**config.mk**
```make
export PLATFORM = sky130hd
export DESIGN_NAME = cycle_sequencer
export DESIGN_NICKNAME = d
export VERILOG_FILES = /design/src/rtl/cycle_sequencer_pkg.sv /design/src/rtl/seq_watchdog.sv /design/src/rtl/cycle_sequencer.sv
export SDC_FILE = /design/constraint.sdc
export NUM_CORES = 1
export LEC_CHECK = 0
export BUFFER_PORTS_ARGS = -buffer_cell sky130_fd_sc_hd__buf_2
export CORE_UTILIZATION = 57
export DETAILED_ROUTE_END_ITERATION = 6
export PLACE_DENSITY = 0.92
export SLEW_MARGIN = 20
export SYNTH_ARGS = -nofsm -noshare
export SYNTH_HDL_FRONTEND = slang
export SYNTH_SLANG_ARGS = --single-unit
```
**constraint.sdc**
```tcl
create_clock -name clk -period 4.3 [get_ports clk]
set_input_delay 0.86 -clock clk [delete_from_list [all_inputs] [get_ports clk]]
set_output_delay 0.86 -clock clk [all_outputs]
set_load 0.05 [all_outputs]
```
**src/rtl/cycle_sequencer_pkg.sv**
```systemverilog
// Shared definitions for the machine-cycle sequencer and the control decoder:
// timing-state encodings, execute-length codes and the default watchdog limit.
package cycle_sequencer_pkg;

    typedef enum logic [2:0] {
        ST_IDLE = 3'd0,
        ST_IF1  = 3'd1,
        ST_IF2  = 3'd2,
        ST_EX1  = 3'd3,
        ST_EX2  = 3'd4,
        ST_EX3  = 3'd5,
        ST_EX4  = 3'd6
    } state_e;

    // ex_len carries the number of execute beats minus one
    localparam logic [1:0] EXLEN_1 = 2'd0;
    localparam logic [1:0] EXLEN_2 = 2'd1;
    localparam logic [1:0] EXLEN_3 = 2'd2;
    localparam logic [1:0] EXLEN_4 = 2'd3;

    localparam int DEFAULT_TIMEOUT = 16;

    function automatic logic is_wait_state(input state_e s);
        is_wait_state = (s == ST_IF2) || (s == ST_EX1) || (s == ST_EX2) ||
                        (s == ST_EX3) || (s == ST_EX4);
    endfunction

    function automatic state_e last_ex_state(input logic [1:0] len);
        last_ex_state = ST_EX4;
        case (len)
            EXLEN_1: last_ex_state = ST_EX1;
            EXLEN_2: last_ex_state = ST_EX2;
            EXLEN_3: last_ex_state = ST_EX3;
            EXLEN_4: last_ex_state = ST_EX4;
        endcase
    endfunction

    function automatic state_e next_ex_state(input state_e s);
        next_ex_state = ST_EX4;
        case (s)
            ST_EX1:  next_ex_state = ST_EX2;
            ST_EX2:  next_ex_state = ST_EX3;
            default: next_ex_state = ST_EX4;
        endcase
    endfunction

endpackage

```
**src/rtl/seq_watchdog.sv**
```systemverilog
// Wait-state watchdog: counts cycles a wait state is held and flags expiry
// once the count reaches TIMEOUT-1.
module seq_watchdog #(
    parameter int TIMEOUT = 16
) (
    input  logic clk,
    input  logic rst,
    input  logic clear,
    input  logic hold,
    output logic expired
);

    localparam int CW = (TIMEOUT > 2) ? $clog2(TIMEOUT) : 1;
    localparam logic [CW-1:0] LAST = CW'(TIMEOUT - 1);

    logic [CW-1:0] cnt_q, cnt_d;

    // NOTE: every variable gets its default first so no path leaves it unassigned (no latch).
    always_comb begin
        cnt_d = cnt_q;
        if (clear || !hold) begin
            cnt_d = '0;
        end else if (cnt_q != LAST) begin
            cnt_d = cnt_q + 1'b1;
        end
    end

    // NOTE: sequential state uses non-blocking assignments so all flops update together.
    always_ff @(posedge clk or posedge rst) begin
        if (rst) begin
            cnt_q <= '0;
        end else begin
            cnt_q <= cnt_d;
        end
    end

    assign expired = (cnt_q == LAST);

endmodule

```
**src/rtl/cycle_sequencer.sv**
```systemverilog
// Machine-cycle / timing-state generator: walks IF1, IF2, EX1..EXn per instruction,
// with run/halt control, a bus-wait watchdog and a retired-instruction counter.
module cycle_sequencer
    import cycle_sequencer_pkg::*;
#(
    parameter int TIMEOUT = DEFAULT_TIMEOUT,
    parameter int CNT_W   = 16
) (
    input  logic             clk,
    input  logic             rst,
    input  logic             run,
    input  logic             output_done,
    input  logic [1:0]       ex_len,
    output logic             Mif,
    output logic             Mex,
    output logic             T1_Mif,
    output logic             T2_Mif,
    output logic             T1,
    output logic             T2,
    output logic             T3,
    output logic             T4,
    output logic [2:0]       cur_state,
    output logic             busy,
    output logic             timeout_err,
    output logic [CNT_W-1:0] retired_cnt
);

    state_e           state_q, state_d, prev_q;
    logic [1:0]       len_q, len_d;
    logic             err_q, err_d;
    logic [CNT_W-1:0] cnt_q, cnt_d;
    logic             wd_expired;
    logic             entry;

    always_comb begin
        state_d = state_q;
        len_d   = len_q;
        err_d   = err_q;
        cnt_d   = cnt_q;
        case (state_q)
            ST_IDLE: if (run && !err_q) state_d = ST_IF1;
            ST_IF1:  state_d = ST_IF2;
            ST_IF2: begin
                if (output_done) begin
                    state_d = ST_EX1;
                    len_d   = ex_len;
                end
            end
            default: begin
                if (output_done) begin
                    if (state_q == last_ex_state(len_q)) begin
                        cnt_d   = cnt_q + 1'b1;
                        state_d = run ? ST_IF1 : ST_IDLE;
                    end else begin
                        state_d = next_ex_state(state_q);
                    end
                end
            end
        endcase
        // A step completing on the expiry cycle takes precedence over the watchdog
        if (is_wait_state(state_q) && !output_done && wd_expired) begin
            state_d = ST_IDLE;
            err_d   = 1'b1;
        end
    end

    always_ff @(posedge clk or posedge rst) begin
        if (rst) begin
            state_q <= ST_IDLE;
            prev_q  <= ST_IDLE;
            len_q   <= EXLEN_1;
            err_q   <= 1'b0;
            cnt_q   <= '0;
        end else begin
            state_q <= state_d;
            prev_q  <= state_q;
            len_q   <= len_d;
            err_q   <= err_d;
            cnt_q   <= cnt_d;
        end
    end

    seq_watchdog #(
        .TIMEOUT (TIMEOUT)
    ) u_watchdog (
        .clk     (clk),
        .rst     (rst),
        .clear   (state_d != state_q),
        .hold    (is_wait_state(state_q)),
        .expired (wd_expired)
    );

    // Strobes fire only on the first cycle of a state, so a held state never re-requests the bus
    assign entry = (state_q != prev_q);

    assign T1_Mif      = entry && (state_q == ST_IF1);
    assign T2_Mif      = entry && (state_q == ST_IF2);
    assign T1          = entry && (state_q == ST_EX1);
    assign T2          = entry && (state_q == ST_EX2);
    assign T3          = entry && (state_q == ST_EX3);
    assign T4          = entry && (state_q == ST_EX4);
    assign Mif         = (state_q == ST_IF1) || (state_q == ST_IF2);
    assign Mex         = (state_q == ST_EX1) || (state_q == ST_EX2) ||
                         (state_q == ST_EX3) || (state_q == ST_EX4);
    assign cur_state   = state_q;
    assign busy        = (state_q != ST_IDLE);
    assign timeout_err = err_q;
    assign retired_cnt = cnt_q;

endmodule

```
* After elaboration in Yosys (flattened, before gate mapping)
Cells that the tools add are included.
Word-level totals: logic and storage cells 64, flip-flop bits (word level) 29, output and inout bits 29, input port bits 6
Cells by class: add/subtract/negate cells 2, equal/unequal tests 14, mux-type cells 13, bitwise gates (word level) 1, reductions and logical operators 28
Operators by type and width (number):
- 2-to-1 mux 3 bit | 7
- adder 16 x 1 -> 16 bit, second input constant | 1
- case mux 3 bit (4 select lines) | 1
- == test 3 bit, second input constant | 3
- logical AND 1 bit | 9
- logical OR 1 bit | 9
- case mux 3 bit (3 select lines) | 1
- 2-to-1 mux 4 bit | 2
- == test 3 x 2 -> 1 bit, second input constant | 2
- != test 3 bit | 2
- adder 4 x 1 -> 4 bit, second input constant | 1
- == test 2 bit, second input constant | 2
- == test 4 bit, second input constant | 1
- != test 4 bit, second input constant | 1
- case mux 2 bit (2 select lines) | 1
- == test 3 x 1 -> 1 bit, second input constant | 1
- == test 3 bit | 1
- logical NOT 1 bit | 3
- logical NOT 3 bit | 1
- AND reduction 3 bit | 1
- nonzero test 3 bit | 1
- OR reduction 3 bit | 1
- == test 2 x 1 -> 1 bit, second input constant | 1
- logical NOT 2 bit | 1
- other kinds (4) | 4

* Longest topological paths before layout
word-level depth 12, mapped depth 7

* Hierarchy
Synthesis repeated with hierarchy kept, for this count alone.
Second synthesis, totals: cells, all modules 163, area total of the unflattened synthesis 1632.8 sq um
Modules (own cells, without submodules):
- cycle_sequencer | area an instance 1405.1 sq um, sequential area each 625.6 sq um, times used 1, cells an instance 142
- seq_watchdog | area an instance 227.7 sq um, sequential area each 100.1 sq um, times used 1, cells an instance 21

* Least setup slack after synthesis
OpenSTA, ideal clock, no wires.
kind register to output, start register state_q[0] (netlist: cur_state[0]), end output port T1, slack 0.883 ns, stages on the path, launching flop included 5, path buffers 2, arrival time 2.557 ns, cells stage by stage dfrtp_1 buf_4 clkbuf_1 nand2_1 a311oi_1
Between the ends: word-level cells in the longest chain between the ends 2, elaborated cells on any way between the ends 3
Ends and longest elaborated chain:
- start: declaration | RTL line cycle_sequencer.sv:28 | state_e state_q, state_d, prev_q;
- start signal: assignment | RTL line cycle_sequencer.sv:75 | state_q <= state_d;
- != test 3 bit or == test 3 x 2 -> 1 bit (tied branches) | RTL line cycle_sequencer.sv:94, cycle_sequencer.sv:98
- logical AND 1 bit * | RTL line cycle_sequencer.sv:98 | assign T1 = entry && (state_q == ST_EX1);
- end: declaration | RTL line cycle_sequencer.sv:18 | output logic T1,
Mark *: on every way between the ends. The rest lies on a longest branch, timed or not.

* Final worst setup path
Same ends and word-level chain as after synthesis.

==> flow_summary.json <==
{
  "outcome": "finished clean",
  "drc_errors": 0,
  "hold_buffers": 0,
  "ant_nets": 0,
  "p_comb_share_pct": 49.2,
  "fin_crit_ns": 2.77,
  "grt_setup_unrepaired": "false",
  "synthCells": 167,
  "vias": 1425,
  "synth_ff_type": "dfrtp_1",
  "crit_path_top_delay_cell": "dfrtp_1",
  "critPathTopFamily": "flip-flops",
  "max_stage_delay_ns": 0.75,
  "total_power_mw": 1.32,
  "drtIter0Drc": 119,
  "grt_pass1_wl_mm": 5.99,
  "clock_skew_ns": 0.0106,
  "p_per_area_nw_per_um2": 689,
  "core_area_um2": 2760,
  "clkTransAtPathRegs_ns": 0.09,
  "cts_tree": "built",
  "crit_chain": "nand2_1 -> a311oi_1 -> buf_2",
  "pwr-share-clk_pct": 17.8,
  "dr.pass1.iters": 4,
  "seq_area_frac_synth_pct": 43.7,
  "setup_violations": 0,
  "start_kind": "flop",
  "clock-root-buffer": "clkbuf_4",
  "io_buffers": 34,
  "cts_buffers": 5,
  "tightest_slew_ns": 0.698,
  "overflow": 0,
  "synth_compound_area_share_pct": 13.7,
  "synth-edff-count": 0,
  "p_leak_nw": 1.00,
  "start_util_pct": 60.2,
  "grt_max_degree": 30,
  "cts_sinks": 29,
  "synthMuxAreaShare_pct": 1.89,
  "internal_power_mw": 0.658,
  "slew_headroom_pct": 53.4,
  "routedWlPerCell_um": 15.4,
  "crit_type": "reg2out",
  "max_clock_freq_mhz": 361,
  "ys_warn_count": 0,
  "via_per_inst": 6.12,
  "cts.path.max_buffers": 2,
  "die_h_um": 56.0,
  "tns_ns": 0,
  "synthAdderAreaFrac_pct": 3.02,
  "crit_fanout": 20,
  "syn_area_um2": 1660,
  "crit_required_ns": 3.44,
  "insertion_delay_ns": 0.33,
  "track_usage_pct": 24.9,
  "fin_hold_ws_ns": 0.481,
  "syn_nets": 177,
  "synth_area_per_cell_um2": 9.93,
  "io_pins": 35,
  "grt_pass1_vias": 1249,
  "antennaDiodeCount": 0,
  "ctsResizeCount": 0,
  "synth-async-reset-ratio_pct": 100,
  "postLayoutCoreUtil_pct": 69.5,
  "hp-class": "reg2reg",
  "grt_antenna_before_repair": 0,
  "cp.arrival_ns": 1.91,
  "synth_cell_types": 40,
  "ys_ff_latch": 29,
  "syn_to_final_growth_pct": 15.5,
  "htreeDepth": 2,
  "gp_congestion": 0.788,
  "post_cts_buffers": 0,
  "sequentialPowerShare_pct": 33.0,
  "drive_gt1_share_pct": 23.8,
  "die-area_um2": 3130,
  "wirelength_mm": 3.60,
  "maxSlewViolCount": 0,
  "max-cap-violations": 0,
  "irDropWorstVdd_v": 0.000788,
  "die_w_um": 56.0,
  "switching_share_pct": 50.2,
  "period_share_pct": 64.4,
  "synthXorXnorAreaFrac_pct": 10.5,
  "worstSetupEndpointType": "output pin",
  "p_switching_mw": 0.663,
  "fin_nets": 211,
  "yosys.area_share.simple_pct": 22.2,
  "rows": 19,
  "synth_top_family_by_area": "simple AND/OR/NAND/NOR gates",
  "hpwl_mm": 2.45,
  "worst-path-buf-inv": 1,
  "hold_violations": 0
}
-- cell usage after synthesis (5+ instances only) --
cell       n  area share, %
nand3_1    9            2.7
xnor2_1    5            2.6
nor2_1     6            1.4
inv_1     11            2.5
nand2_1   13            2.9
a311oi_1   5            2.6
o21ai_0    6            1.8
nor4_1     8            3.0
dfrtp_1   29             44
xor2_1    13            6.9
-- registers in the layout, indices dropped and copies added (netlist names) --
register	flops
u_watchdog.cnt_q	4
timeout_err	1
cur_state	3
prev_q	3
len_q	2
retired_cnt	16
-- power by group through the flow --
stage	Combinational [mW]	Sequential [mW]	Clock (mW)
final	0.649	0.436	0.235
after global routing	0.690	0.450	0.252
after CTS	0.648	0.434	0.240
after detailed placement	0.642	0.439	0
after global placement	0.626	0.432	0
after floorplan	0.495	0.466	0
-- final cells by class --
type                       count  area, um^2
multi-input combinational    120         851
inverter                      11        41.3
sequential                    29         726
tap                           31        38.8
fill                         220         842
clock inverter                 2        37.5
clock buffer                   6        51.3
timing repair buffer          34         170
-- worst register-to-register path, stage by stage, from the launching register on --
cell	delay, ns
dfrtp_1	0.76
and3b_1	0.28
o311ai_4	0.59
o221ai_1	0.36
a211oi_1	0.31
-- logic make-up (layout without fill, tap and decap cells) --
logic type	after synthesis	in the layout
buffers and inverters	18	53
adders and majority gates	4	4
DFF	29	29
xor gates and xnor gates	19	19
muxes	3	3
and+or+nand+nor	64	64
AOI/OAI and AO/OA	30	30
-- placed cells by master (no fill, tap or decap), types with 6 or more instances in the layout --
cell type,instances
nor4_1,8
dfrtp_1,29
inv_1,10
nand2_1,13
buf_2,34
xor2_1,13
nand3_1,9
nor2_1,6
o21ai_0,6
-- worst paths after layout --
path                            startpoint             endpoint  depth (start not counted)  slack, ns
max                           cur_state[0]                   T1                          3       1.53
min                        retired_cnt[15]      retired_cnt[15]                          1       0.48
max reg2reg                   cur_state[2]  u_watchdog.cnt_q[0]                          4       1.90
min reg2reg                retired_cnt[15]      retired_cnt[15]                          1       0.48
max in group asynchronous              rst  u_watchdog.cnt_q[1]                          2       3.31
min in group asynchronous              rst       retired_cnt[2]                          2       0.59
-- metrics by stage --
step	cells	worst slack, ns	area (um^2)
after floorplan	167	0.883	1660
after global placement	225	2.00	1830
after detailed placement	225	1.93	1830
after CTS	233	1.55	1920
after global routing	233	1.42	1920
final	233	1.53	1920
-- per-layer routing --
layer  routed length, um  global-route usage (%)  part of all wire, %
met1                1580                    33.3                   44
met2                1800                    40.3                   50
met3                 206                    5.58                  5.7
met4                  17                    8.36                 0.47
met5                   0                       0                    0
Note: power is estimated with default switching activity, not from simulation.
